==> config.mk <==
export PLATFORM = sky130hd
export DESIGN_NAME = univ_mod_counter
export DESIGN_NICKNAME = d
export VERILOG_FILES = /design/src/rtl/univ_mod_counter.sv
export SDC_FILE = /design/constraint.sdc
export NUM_CORES = 1
export LEC_CHECK = 0
export ABC_AREA = 1
export CORE_AREA = 2 2 60 62
export CTS_BUF_LIST = sky130_fd_sc_hd__clkbuf_2 sky130_fd_sc_hd__clkbuf_4 sky130_fd_sc_hd__clkbuf_8
export DETAILED_ROUTE_END_ITERATION = 10
export DIE_AREA = 0 0 62 64
export GPL_TIMING_DRIVEN = 0
export PLACE_DENSITY_LB_ADDON = 0.3
export SYNTH_ARGS = -nofsm -noshare
export SYNTH_HDL_FRONTEND = slang
export SYNTH_SLANG_ARGS = --single-unit
export TNS_END_PERCENT = 30
==> constraint.sdc <==
create_clock -name clk_i -period 1.7 [get_ports clk_i]
set_input_delay 0.34 -clock clk_i [delete_from_list [all_inputs] [get_ports clk_i]]
set_output_delay 0.34 -clock clk_i [all_outputs]
set_load 0.1 [all_outputs]
==> src/rtl/univ_mod_counter.sv <==
// univ_mod_counter: up/down modulo counter with runtime modulus, prescaler,
// synchronous clear, parallel load and wrap/saturate end behaviour.
//
// Parameters:
//   N   - counter width in bits (N >= 2)
//   SAT - 0 = wrap at the ends of the range, 1 = saturate
//   PRE - prescale ratio; one count step per PRE enabled cycles
//
// Ports:
//   clk_i        clock, all state changes on the rising edge
//   reset_i      synchronous active-high reset
//   syn_clr_i    synchronous clear of count and prescaler
//   load_i       parallel load of d_i (clamped to mod_m_i)
//   en_i         count enable, advances the prescaler
//   up_i         direction, 1 = increment, 0 = decrement
//   d_i          load value
//   mod_m_i      upper limit, counting range is 0..mod_m_i
//   q_o          registered count
//   max_tick_o   q_o >= mod_m_i (combinational)
//   min_tick_o   q_o == 0 (combinational)
//   evt_tick_o   registered one-cycle pulse on a wrap or saturation event
module univ_mod_counter #(
  parameter int unsigned N   = 8,
  parameter int unsigned SAT = 0,
  parameter int unsigned PRE = 1
) (
  input  logic         clk_i,
  input  logic         reset_i,
  input  logic         syn_clr_i,
  input  logic         load_i,
  input  logic         en_i,
  input  logic         up_i,
  input  logic [N-1:0] d_i,
  input  logic [N-1:0] mod_m_i,
  output logic [N-1:0] q_o,
  output logic         max_tick_o,
  output logic         min_tick_o,
  output logic         evt_tick_o
);

  localparam int unsigned PW = (PRE > 1) ? $clog2(PRE) : 1;
  localparam logic [PW-1:0] PreLast = PW'(PRE - 1);

  logic [N-1:0]  q_q, q_d;
  logic [PW-1:0] pre_q, pre_d;
  logic          evt_q, evt_d;

  always_comb begin
    q_d   = q_q;
    pre_d = pre_q;
    evt_d = 1'b0;
    if (syn_clr_i) begin
      q_d   = '0;
      pre_d = '0;
    end else if (load_i) begin
      q_d   = (d_i <= mod_m_i) ? d_i : mod_m_i;
      pre_d = '0;
    end else if (en_i) begin
      if (pre_q == PreLast) begin
        pre_d = '0;
        if (up_i) begin
          // q+1 is only formed below mod_m, so it never overflows N bits
          if (q_q < mod_m_i) begin
            q_d = q_q + 1'b1;
          end else begin
            q_d   = (SAT != 0) ? mod_m_i : '0;
            evt_d = 1'b1;
          end
        end else begin
          if (q_q > mod_m_i) begin
            // Modulus was lowered below the count: clamp quietly
            q_d = mod_m_i;
          end else if (q_q != '0) begin
            q_d = q_q - 1'b1;
          end else begin
            q_d   = (SAT != 0) ? '0 : mod_m_i;
            evt_d = 1'b1;
          end
        end
      end else begin
        pre_d = pre_q + 1'b1;
      end
    end
  end

  always_ff @(posedge clk_i) begin
    if (reset_i) begin
      q_q   <= '0;
      pre_q <= '0;
      evt_q <= 1'b0;
    end else begin
      q_q   <= q_d;
      pre_q <= pre_d;
      evt_q <= evt_d;
    end
  end

  assign q_o        = q_q;
  assign evt_tick_o = evt_q;
  assign max_tick_o = (q_q >= mod_m_i);
  assign min_tick_o = (q_q == '0);

endmodule

======== Word-level counts from Yosys, hierarchy flattened ========
Cells that the tools add are included.
W data, S select, Z words.
word-level totals
  flip-flop bits (word level) ............. 10
  output and inout port bits .............. 11
operators by class
  $add $sub $neg .......................... 3
  magnitude comparators ................... 4
  eq/ne operators ......................... 1
  multiplexer cells ....................... 13
  bitwise operators ....................... 1
  reductions and logical operators ........ 7
operators by type and width
  operator               count
  $mux W8                8
  $add A8 B1 Y8 const B  1
  $ge A8 B8 Y1           1
  $gt A8 B8 Y1           1
  $le A8 B8 Y1           1
  $logic_not A8 Y1       1
  $lt A8 B8 Y1           1
  $reduce_bool A8 Y1     1
  $sub A8 B1 Y8 const B  1
  $mux W1                5
  $reduce_or A5 Y1       1
  $reduce_or A3 Y1       1
  $ne A2 B2 Y1 const B   1
  $reduce_and A2 Y1      1
  $reduce_bool A2 Y1     1
  $reduce_or A2 Y1       1
  $add A1 B1 Y1 const B  1
  $not A1 Y1             1

======== Longest topological paths before layout ========
  depth after elaboration ................. 7
  gate-level depth with buffers ........... 15
  mapped depth without buffers ............ 15

======== Worst setup path before layout ========
OpenSTA, ideal clock, no wires.
  path type ............................... reg2out
  start ................................... register q_q[0], in the netlist q_o[0]
  end ..................................... output port max_tick_o
  arrival time ............................ 2807 ps
  required time ........................... 1360 ps
  slack ................................... -1447 ps
  stages on the path, launching flop included .. 5
  buffers on the path ..................... 0
  cell sequence ........................... dfxtp_1 clkinv_1 ha_1 nand4_2 nand3_1
on the way
  cells in the longest elaborated chain, start to end .. 1
RTL lines
  item                    line  source
  from (decl)             44    logic [N-1:0] q_q, q_d;
  from (signal assigned)  92    q_q <= q_d;
  $ge A8 B8 Y1            100   assign max_tick_o = (q_q >= mod_m_i);
  to (decl)               36    output logic max_tick_o,
Every way passes these cells.

======== Worst setup path in the final report ========
  start ................................... register q_q[6], in the netlist q_o[6]
  end ..................................... output port max_tick_o
The elaborated chain is that of the path after synthesis.

==> flow_metrics.py <==
metrics = {
    "run_status": {
        "status": "finished, violations left",
        "violations": "setup timing",
    },
    "pwr": {
        "ir_worst_vdd_mv": 0.287,
        "pwr_density_cell_mw_per_mm2": 571,
        "leakage_uw": 0.00108,
        "totalPowerFinal_uw": 1320,
    },
    "routing": {
        "drt_iter0_drc": 127,
        "avgViaCountPerCell": 5.35,
        "routedWlPerCell_um": 13.3,
        "dr.pass1.iters": 4,
        "route.detailed.drc": 0,
        "num_vias": 1921,
        "ant_nets": 0,
        "totalWireLength_um": 4780,
    },
    "setup_path": {
        "critPathLaunchType": "flop",
        "r2r_start": "q_o[6]$_SDFFE_PP0P_",
        "cp.arrival_ns": 1.56,
        "startpoint": "q_o[6]$_SDFFE_PP0P_",
        "max_stage_delay_ns": 0.38,
        "cp-end-kind": "output pin",
        "worstPathMaxFanout": 8,
        "path_cells": "ha_1, nand2_1, nor2_4, nand4_4, nand3_4, buf_12",
        "cp.required_ns": 1.36,
        "critPathKind": "reg2out",
        "worst-r2r-cell-count": 12,
        "crit_slowest_cell": "dfxtp_4",
    },
    "clock_tree": {
        "cts.htree.levels": 1,
        "insertion_delay_ns": 0.26,
        "path_clk_slew_ns": 0.06,
        "root_buffer": "clkbuf_4",
        "ctsLongestPathBuffers": 2,
        "numCtsBuffers": 3,
        "cts_tree": "yes",
        "clock_sinks": 9,
        "hold_buffers": 0,
    },
    "die": {
        "fp.dieArea_mm2": 0.00397,
        "boundaryPins": 33,
        "die_y_um": 64,
        "rows": 21,
        "start_util_pct": 46.4,
        "core_mm2": 0.00328,
        "die_w_um": 62,
    },
    "sta": {
        "setup_ws_ns": -0.201,
        "rsz0062_at_grt": "true",
        "maxSlewViolCount": 0,
        "skew_ns": 0.00606,
        "worstMarginPinSlew_ns": 0.996,
        "fin_crit_sh_pct": 112,
        "layout_min_cycle_time_ns": 1.90,
        "setup_tns_ns": -1.34,
        "max_freq_ghz": 0.526,
        "slew_headroom_pct": 33.9,
        "finalHoldViolations": 0,
        "setup_viol_count_final": 11,
    },
    "synthesis": {
        "synthFlopType": "dfxtp_1",
        "synth_edf_count": 0,
        "syn_nets": 307,
        "synth-simple-area-share_pct": 45.1,
        "synth_top_family_by_area": "simple AND/OR/NAND/NOR gates",
        "synth_xor_area_share_pct": 1.72,
        "ys_seq_area_share_pct": 11.8,
        "synth_cells": 266,
        "netlist_area_mm2": 0.00152,
        "ys_warn_count": 0,
        "syn-mean-instance-area_um2": 5.73,
        "synthMuxAreaShare_pct": 0,
        "synth_fa_ha_area_share_pct": 15.6,
        "ys_ff_latch": 9,
        "synth-compound-area-share_pct": 17.3,
        "synthArstFlopShare_pct": 0,
        "yosysUniqueCellTypes": 30,
    },
    "layout": {
        "fin_nets": 355,
        "num_antenna_cells": 0,
        "drive_above_1_share_pct": 31.0,
        "fillCellCount": 304,
        "area_growth_pct": 51.4,
        "utilization_pct": 70.2,
        "fin_cells": 359,
    },
    "hold_path": {
        "hp-start": "mod_m_i[1]",
        "min_path_type": "in2reg",
        "hold_path_depth": 7,
    },
    "global_route": {
        "top_usage_layer": "met2",
        "grt_pass1_wl_um": 7560,
        "grt_start_max_net_pins": 12,
        "grt_pass1_vias": 1701,
        "grt_antenna_before_repair": 0,
        "overflow": 0,
        "use_met2_pct": 44.1,
        "met1_usage_pct": 32.2,
        "grt_usage_pct": 25.1,
        "gr-usage-met3_pct": 1.01,
    },
    "placed_design": {
        "place_inst": 344,
        "place_ws_ns": -1.65,
        "gp_congestion": 0.930,
        "io_buffers": 32,
        "dp.final_hpwl_um": 3430,
    },
    "job": {
        "max-cap-violations": 0,
    },
}
logic make-up (layout without fill, tap and decap cells):
family,Yosys count,count (layout)
flip-flops,9,9
AND/OR/NAND/NOR,160,161
buffers and inverters,30,76
XOR/XNOR,3,3
AO/OA/AOI/OAI,45,45
adder cells (fa/ha/maj),19,19
cell usage in the layout, fill, tap and decap left out, types with 3 or more instances in the layout:
master            n
dfxtp_4           8
dlygate4sd2_1    10
nor2_1           27
nand2_1          84
inv_2            11
nand2_2           7
clkdlybuf4s15_2  11
o21ai_1           3
ha_1             10
nor2_4            3
inv_1            11
buf_6             4
nand3_1          26
clkbuf_4          4
o21ai_2           3
clkdlybuf4s50_1   5
a21oi_2           7
a21oi_1          16
ha_4              9
xor2_1            3
o21ai_0          10
buf_4            10
repair_timing:
| item | in CTS | in global routing |
|---|---|---|
| setup buffers | 8 | 1 |
| gates resized for setup | 95 | 12 |
| endpoints found under the setup margin | 20 | 12 |
| pin swaps | 18 | 4 |
| gates cloned | 2 | 0 |
metal layers:
layer  share of wire, %  wire [µm]  vias to the layer above
met5                  0          0                        -
met4                1.3         63                        0
met3                4.3        208                        8
met2                 52       2480                       71
met1                 42       2030                      870
li1                   -          -                      972
cell type report:
| cell class | instances | area (µm²) | share of cell area [%] |
|---|---|---|---|
| Buffer | 4 | 41.3 | 1.79 |
| Clock buffer | 4 | 30.0 | 1.30 |
| Inverter | 26 | 108 | 4.66 |
| Multi-Input combinational cell | 228 | 1450 | 62.9 |
| Sequential cell | 9 | 210 | 9.11 |
| Tap cell | 46 | 57.6 | 2.49 |
| Timing Repair Buffer | 42 | 410 | 17.8 |
through the flow:
step | instance area, µm² | hold slack, ns
5_1_grt | 2310 | 0.623
3_5_place_dp | 2060 | 0.603
4_1_cts | 2270 | 0.616
2_1_floorplan | 1680 | 0.507
3_3_place_gp | 2060 | 0.595
6_report | 2310 | 0.590
synth_stat cells (3+ instances only):
library cell | n | area share, %
a21oi_1 | 21 | 6.9
a21oi_2 | 3 | 1.7
dfxtp_1 | 9 | 12
ha_1 | 19 | 16
inv_1 | 20 | 4.9
inv_2 | 4 | 0.98
nand2_1 | 90 | 22
nand2_2 | 3 | 1.2
nand3_1 | 27 | 8.9
nor2_1 | 29 | 7.1
o21ai_0 | 11 | 3.6
o21ai_2 | 3 | 1.7
xor2_1 | 3 | 1.7
sequential cells by signal, summed over array words and instances (netlist names):
register	flops
evt_tick_o	1
q_o	8
critical path, delay by kind of cell (launching register included):
| kind | cells | cell delay (ns) |
|---|---|---|
| adder cells (fa/ha/maj) | 1 | 0.28 |
| flip-flops | 1 | 0.38 |
| AND/OR/NAND/NOR | 4 | 0.46 |
| buffers and inverters | 1 | 0.17 |
report_power, final:
group	total (µW)	switching (µW)	internal, µW
combinational	885	554	330
sequential	253	32.9	220
clock	181	74.5	106
total	1320	662	657
final timing paths:
path	end	slack, ns
min reg2reg	q_o[1]$_SDFFE_PP0P_	0.62
min	q_o[1]$_SDFFE_PP0P_	0.59
max reg2reg	q_o[2]$_SDFFE_PP0P_	-0.15
max	max_tick_o	-0.20
Power figures use the tool's default switching activity.
